$ cat src/rtl/hazard_ctrl_n.sv
// Parametrised hazard controller with a private shadow scoreboard of E and the NSTAGES stages after it.
// Drives forwarding selects, load-use stalls, control-change flushes, memory freezes, WB gating and retire count.
module hazard_ctrl_n #(
    parameter  int NSTAGES  = 2,
    parameter  int LOAD_LAT = 1,
    parameter  int REGBITS  = 5,
    parameter  int CNT_W    = 32,
    localparam int FW_W     = $clog2(NSTAGES + 1)
) (
    input  logic               clk,
    input  logic               reset,
    input  logic [REGBITS-1:0] ra1D,
    input  logic [REGBITS-1:0] ra2D,
    input  logic               use1D,
    input  logic               use2D,
    input  logic [REGBITS-1:0] rdD,
    input  logic               regwriteD,
    input  logic               memtoregD,
    input  logic               validD,
    input  logic               controlChangeE,
    input  logic               mem_ready,
    output logic               stallF,
    output logic               stallD,
    output logic               flushD,
    output logic               flushE,
    output logic               stallB,
    output logic [FW_W-1:0]    forwardAE,
    output logic [FW_W-1:0]    forwardBE,
    output logic               wb_enW,
    output logic [CNT_W-1:0]   instret
);

    typedef struct packed {
        logic               v;
        logic [REGBITS-1:0] rd;
        logic               rw;
        logic               ld;
        logic [REGBITS-1:0] ra1;
        logic [REGBITS-1:0] ra2;
    } sb_ent_t;

    sb_ent_t [NSTAGES:0] sb_q, sb_d;
    logic    [CNT_W-1:0] instret_q, instret_d;
    logic                luse, mstall;

    // Scan oldest to youngest so the youngest eligible producer overwrites.
    function automatic logic [FW_W-1:0] fwd_sel(input logic [REGBITS-1:0] ra,
                                                input sb_ent_t [NSTAGES:0] sb);
        logic [FW_W-1:0] sel;
        sel = '0;
        for (int k = NSTAGES; k >= 1; k--) begin
            if (sb[k].v && sb[k].rw && sb[k].rd == ra && (!sb[k].ld || k >= LOAD_LAT + 1))
                sel = FW_W'(k);
        end
        if (!sb[0].v || ra == '0)
            sel = '0;
        return sel;
    endfunction

    assign mstall = !mem_ready;

    always_comb begin
        luse = 1'b0;
        for (int j = 0; j < LOAD_LAT; j++) begin
            if (sb_q[j].v && sb_q[j].ld && sb_q[j].rw && sb_q[j].rd != '0 && validD &&
                ((use1D && ra1D == sb_q[j].rd) || (use2D && ra2D == sb_q[j].rd)))
                luse = 1'b1;
        end
    end

    always_comb begin
        stallF    = 1'b0;
        stallD    = 1'b0;
        flushD    = 1'b0;
        flushE    = 1'b0;
        stallB    = 1'b0;
        forwardAE = '0;
        forwardBE = '0;
        wb_enW    = 1'b0;
        if (reset) begin
            flushD = 1'b1;
            flushE = 1'b1;
        end else begin
            forwardAE = fwd_sel(sb_q[0].ra1, sb_q);
            forwardBE = fwd_sel(sb_q[0].ra2, sb_q);
            wb_enW    = sb_q[NSTAGES].v && sb_q[NSTAGES].rw && !mstall;
            // A control change waits behind the freeze because E is held with it.
            if (mstall) begin
                stallF = 1'b1;
                stallD = 1'b1;
                stallB = 1'b1;
            end else if (controlChangeE) begin
                flushD = 1'b1;
                flushE = 1'b1;
            end else if (luse) begin
                stallF = 1'b1;
                stallD = 1'b1;
                flushE = 1'b1;
            end
        end
    end

    always_comb begin
        sb_d      = sb_q;
        instret_d = instret_q;
        if (!stallB) begin
            for (int k = 1; k <= NSTAGES; k++)
                sb_d[k] = sb_q[k-1];
            sb_d[0] = flushE ? '0 : {validD, rdD, regwriteD, memtoregD, ra1D, ra2D};
            if (sb_q[NSTAGES].v)
                instret_d = instret_q + CNT_W'(1);
        end
    end

    always_ff @(posedge clk) begin
        if (reset) begin
            sb_q      <= '0;
            instret_q <= '0;
        end else begin
            sb_q      <= sb_d;
            instret_q <= instret_d;
        end
    end

    assign instret = instret_q;

endmodule
$ cat config.mk
export PLATFORM = sky130hd
export DESIGN_NAME = hazard_ctrl_n
export DESIGN_NICKNAME = d
export VERILOG_FILES = /design/src/rtl/hazard_ctrl_n.sv
export SDC_FILE = /design/constraint.sdc
export NUM_CORES = 1
export LEC_CHECK = 0
export CORE_MARGIN = 8
export CORE_UTILIZATION = 46
export DETAILED_ROUTE_END_ITERATION = 12
export PLACE_DENSITY = 0.77
export SLEW_MARGIN = 20
export SYNTH_ARGS = -nofsm -noshare
export SYNTH_HDL_FRONTEND = slang
export SYNTH_SLANG_ARGS = --single-unit
$ cat constraint.sdc
create_clock -name clk -period 2.2 [get_ports clk]
set_clock_uncertainty 0.2 [all_clocks]
set_input_delay 0.44 -clock clk [delete_from_list [all_inputs] [get_ports clk]]
set_output_delay 0.44 -clock clk [all_outputs]
set_load 0.02 [all_outputs]
# Yosys cells after proc, flatten, opt, wreduce, memory -nomap -nowiden
# Cells that the tools add are included.
# word_totals
ff_bits	65
inputBits	24
output_inout_bits	42
wordCells	70
# op_classes
addsub	1
n_eq_ne	6
muxes	23
n_bitwise	1
reduce_logical	25
# ops
operator	count
$add 32x1->32 const B	1
$eq 5x5->1	6
$mux 18	1
$logic_and 1x1->1	16
$mux 2	8
$mux 1	14
$logic_not 5->1	2
$reduce_bool 5->1	1
$logic_or 1x1->1	3
$logic_not 1->1	2
$reduce_and 2->1	1
$not 1->1	1

# Logic depth before layout (Yosys ltp)
# depth
depth_word	11
ltp_mapped	8
ltp_nobuf	5

# Worst setup path after synthesis
# OpenSTA, ideal clock, no wires.
# synth_path
path_kind	register to output
start	register sb_q[13] (netlist name)
end	output port stallF
arrival_ns	1.811
slack_ns	-0.251
stages_incl_launch_ff	7
path_cell_list	dfxtp_1 > or4_1 > o21ai_0 > clkbuf_1 > inv_1 > a31o_2 > buf_4
# synth_via
elab_chain_cells	9
elab_cells_between_ends	14
classes_between	eq/ne (2); mux (5); reduce/logical (7)
# synth_rtl
element	line	source
from (decl)	42	sb_ent_t [NSTAGES:0] sb_q, sb_d;
from (signal assigned)	117	sb_q <= '0;
from (signal assigned)	120	sb_q <= sb_d;
$eq 5x5->1 / $reduce_bool 5->1 (equally long branches)	66, 65	
$logic_and 1x1->1, on equally long branches	66, 65	
$logic_or 1x1->1 / $logic_and 1x1->1 (equally long branches)	66, 65	
$logic_and 1x1->1 (*)	65	if (sb_q[j].v && sb_q[j].ld && sb_q[j].rw && sb_q[j].rd != '0 && validD &&
$mux 1 (*)	65	
$mux 1 (*) (4 in a row)	n/a	
to (decl)	22	output logic stallF,
# Every way passes the cells marked *; elsewhere a longest branch is shown, timed or not.

# Worst setup path in the final report
# layout_path
start	register sb_q[13] (netlist name)
end	output port stallD
# layout_via
elab_chain_cells	9
elab_cells_between_ends	14
classes_between	eq/ne (2); mux (5); reduce/logical (7)
# layout_rtl
element	line	source
$eq 5x5->1 / $reduce_bool 5->1 (equally long branches)	66, 65	
$logic_and 1x1->1, on equally long branches	66, 65	
$logic_or 1x1->1 / $logic_and 1x1->1 (equally long branches)	66, 65	
$logic_and 1x1->1 (*)	65	
$mux 1 (*)	65	
$mux 1 (*)	95	end else if (luse) begin
$mux 1 (*)	92	end else if (controlChangeE) begin
$mux 1 (*)	88	if (mstall) begin
$mux 1 (*)	80	if (reset) begin
to (decl)	23	output logic stallD,
# Marked as above.

==> impl_metrics.csv <==
group,metric,value,unit
drt,first_iter_violations,198,
status,violations,"setup timing",
place,dp_hpwl,6499,um
synthesis,ys_ff_latch,65,
critical_path,critPathLaunchType,"flop",
power_and_ir_drop,internal-power,1.928,mW
hold_path,hp-class,"reg -> reg",
sta,tightest_slew,543.6,ps
sta,setup_viol,8,
critical_path,crit_arrival,1790,ps
power_and_ir_drop,clkPwrFrac,39.7,%
power_and_ir_drop,combPwrFrac,12.9,%
critical_path,r2r_slack,-110,ps
global_routing,grt-ovfl-total,0,
power_and_ir_drop,p_leak,1.752,nW
synthesis,synth_cell_types,32,
power_and_ir_drop,ir_drop,0.3888,mV
critical_path,rr_startpoint,"instret[7]$_SDFFE_PP0P_",
sta,fin_crit,2426,ps
run,max-cap-violations,0,
floorplan,dieArea,10010,um^2
hold_path,min_to,"instret[31]$_SDFFE_PP0P_",
cts,ctsLongestPathBuffers,2,
floorplan,coreArea,6832,um^2
sta,hold_viol_final,0,
synthesis,netlist.area_leader.share,40.03,%
global_routing,grt_pass1_vias,3333,
sta,max_slew_margin,63.45,%
global_routing,globalRouteMet1Util,23.23,%
cts,holdBufCountCts,0,
synthesis,syn-instance-count,381,
finish,nNetsFinal,525,
place,io_buffers,65,
synthesis,yosys_warnings,0,
floorplan,io_pins,66,
critical_path,timing_worst_setup_path_type,"reg -> out",
global_routing,use_met2,30.27,%
place,dpl.cell_count,578,
finish,final_cell_mix,"buf_4 (69), clkdlybuf4s50_1 (53), dfxtp_1 (50), nand2_1 (33), o21ai_0 (26)",
synthesis,synth.avg_cell_area,8.532,um^2
finish,diodes,0,
place,pre_cts_slack,-811.3,ps
floorplan,die_h,100.1,um
power_and_ir_drop,power.total,2.631,mW
drt,remaining_drc_errors,0,
finish,layout_commonest_cell,"buf_4",
cts,clock_sinks,65,
cts,clockRootBuffer,"clkbuf_8",
floorplan,die_width,100.1,um
sta,fmax,0.4122,GHz
sta,fin_hold_ws,285.1,ps
critical_path,reg2regPathDepth,6,
power_and_ir_drop,p_sw_share,26.72,%
floorplan,fp-row-count,30,
finish,syn_to_final_growth,47.61,%
drt,routed_wl,10110,um
floorplan,start_util,47.58,%
place,gp_congestion,0.8858,
critical_path,cp-end-kind,"output pin",
drt,first_pass_iters,5,
global_routing,use_met3,4.498,%
sta,rsz0062_at_grt,"yes",
critical_path,regToRegEndpoint,"instret[21]$_SDFFE_PP0P_",
sta,slew_viol_final,0,
finish,layout-drive-gt1-share,27.13,%
global_routing,antenna_found_initial,0,
critical_path,crit_required,1560,ps
cts,cts.htree.levels,3,
synthesis,syn_area,3251,um^2
global_routing,grt.busiest_layer,"met2",
sta,fin_crit_sh,110.3,%
global_routing,grt_max_degree,37,
cts,cts-buffers-inserted,9,
drt,dr_total_vias,3500,
cts,cts.clk_slew.worst_paths,80,ps
hold_path,min_from,"instret[31]$_SDFFE_PP0P_",
hold_path,holdPathStages,2,
global_routing,grt_pass1_wl,15680,um
power_and_ir_drop,pwr-share-seq,47.4,%
cts,cts_tree,"done",
synthesis,synth.area.top_cells,"dfxtp_1 (40%), xnor2_1 (5.7%), a32oi_1 (4.8%)",
status,outcome,"finished, violations left",
cts,clkLatencyLatePin,350,ps
critical_path,crit_fanout,3,
power_and_ir_drop,p_sw,0.7028,mW
global_routing,grt_usage,18.88,%
drt,ant_nets,0,
synthesis,syn-num-nets,406,
power_and_ir_drop,power_density,548.2,nW/um^2
finish,stdcell_count,601,
synthesis,ys_seq_area_share,40.03,%
sta,timing.final.ws_setup,-225.8,ps
drt,wl_per_cell,16.82,um
synthesis,yosysTopAreaCell,"dfxtp_1",
drt,avgViaCountPerCell,5.824,
## layout make-up
cell class | count | area, um^2
Fill cell | 522 | 2033
Tap cell | 96 | 120.1
Clock inverter | 7 | 77.57
Clock buffer | 9 | 123.9
Multi-Input combinational cell | 285 | 1969
Timing Repair Buffer | 133 | 1162
Sequential cell | 65 | 1323
Inverter | 6 | 22.52
## power by group through the flow
stage	clock [mW]	sequential, mW	combinational (mW)
after floorplan	0	1.27	0.146
after global placement	0	1.27	0.300
after detailed placement	0	1.27	0.307
after CTS	1.05	1.25	0.324
after global routing	1.11	1.25	0.366
final	1.04	1.25	0.340
## worst max-delay path, stage by stage (launching register included)
cell     delay [ps]
dfxtp_1         310
or4_4           560
o21ai_4         160
inv_2            50
a31o_4          230
buf_6           130
## synthesized netlist by cell type
library cell / instances
and4_1: 5
o31ai_1: 16
o21ai_0: 29
o22ai_1: 1
mux2i_1: 15
and2_1: 4
nand2_1: 34
or4_1: 21
o211ai_2: 1
a32oi_1: 18
or4_4: 1
buf_6: 2
nor3b_1: 2
nor3_1: 6
or3_1: 8
nand4_1: 8
ha_1: 1
xor2_1: 16
nor4_1: 4
clkbuf_1: 22
buf_1: 1
buf_2: 2
a21oi_1: 25
dfxtp_1: 65
inv_1: 6
nand3b_1: 1
nand3_1: 15
xnor2_1: 21
a21o_1: 2
nor2_1: 26
buf_4: 2
a31o_2: 1
## how the worst max path moves through the flow
stage                                startpoint      to  slack (ps)  cells past startpoint
after floorplan           sb_q[13]$_SDFFE_PP0N_  stallF         -80                      6
after global placement                  ra1D[2]  stallF        -740                      6
after detailed placement                ra2D[2]  stallD        -810                      6
after CTS                 sb_q[14]$_SDFFE_PP0N_  stallD        -270                      5
after global routing      sb_q[13]$_SDFFE_PP0N_  stallD        -280                      5
final                     sb_q[13]$_SDFFE_PP0N_  stallD        -230                      5
## state kept, by name, summed over array words and instances, names as in the netlist
register	count
instret	32
sb_q	33
## cell families after synthesis
group / after synthesis / synth area share [%]
fa+ha+maj: 1 / 0.3848
simple gates: 135 / 22.02
buf+inv: 35 / 4.811
compound gates: 93 / 18.17
flops: 65 / 40.03
xor+xnor: 37 / 9.969
mux: 15 / 4.619
## through the flow
step                setup TNS (ps)  util (%)  instance area [um^2]
floorplan                   -379.9         -                  3294
global placement            -15750     64.36                  4397
detailed placement          -18240     64.36                  4397
CTS                          -1141     68.06                  4649
global route                 -1616     70.24                  4798
finish                       -1115     70.24                  4798
## repair_timing
item                       4_1_cts  5_1_grt
gates resized for setup         66       29
gates cloned                     0        4
pin swaps                        9       10
setup endpoints to repair       33       21
buffers inserted                 0        4
## per-layer routing
layer,part of all wire (%),vias up
li1,-,1660
met1,41,1676
met2,49,146
met3,7.7,18
met4,1.6,0
met5,0,-
(Power assumes the default switching activity.)
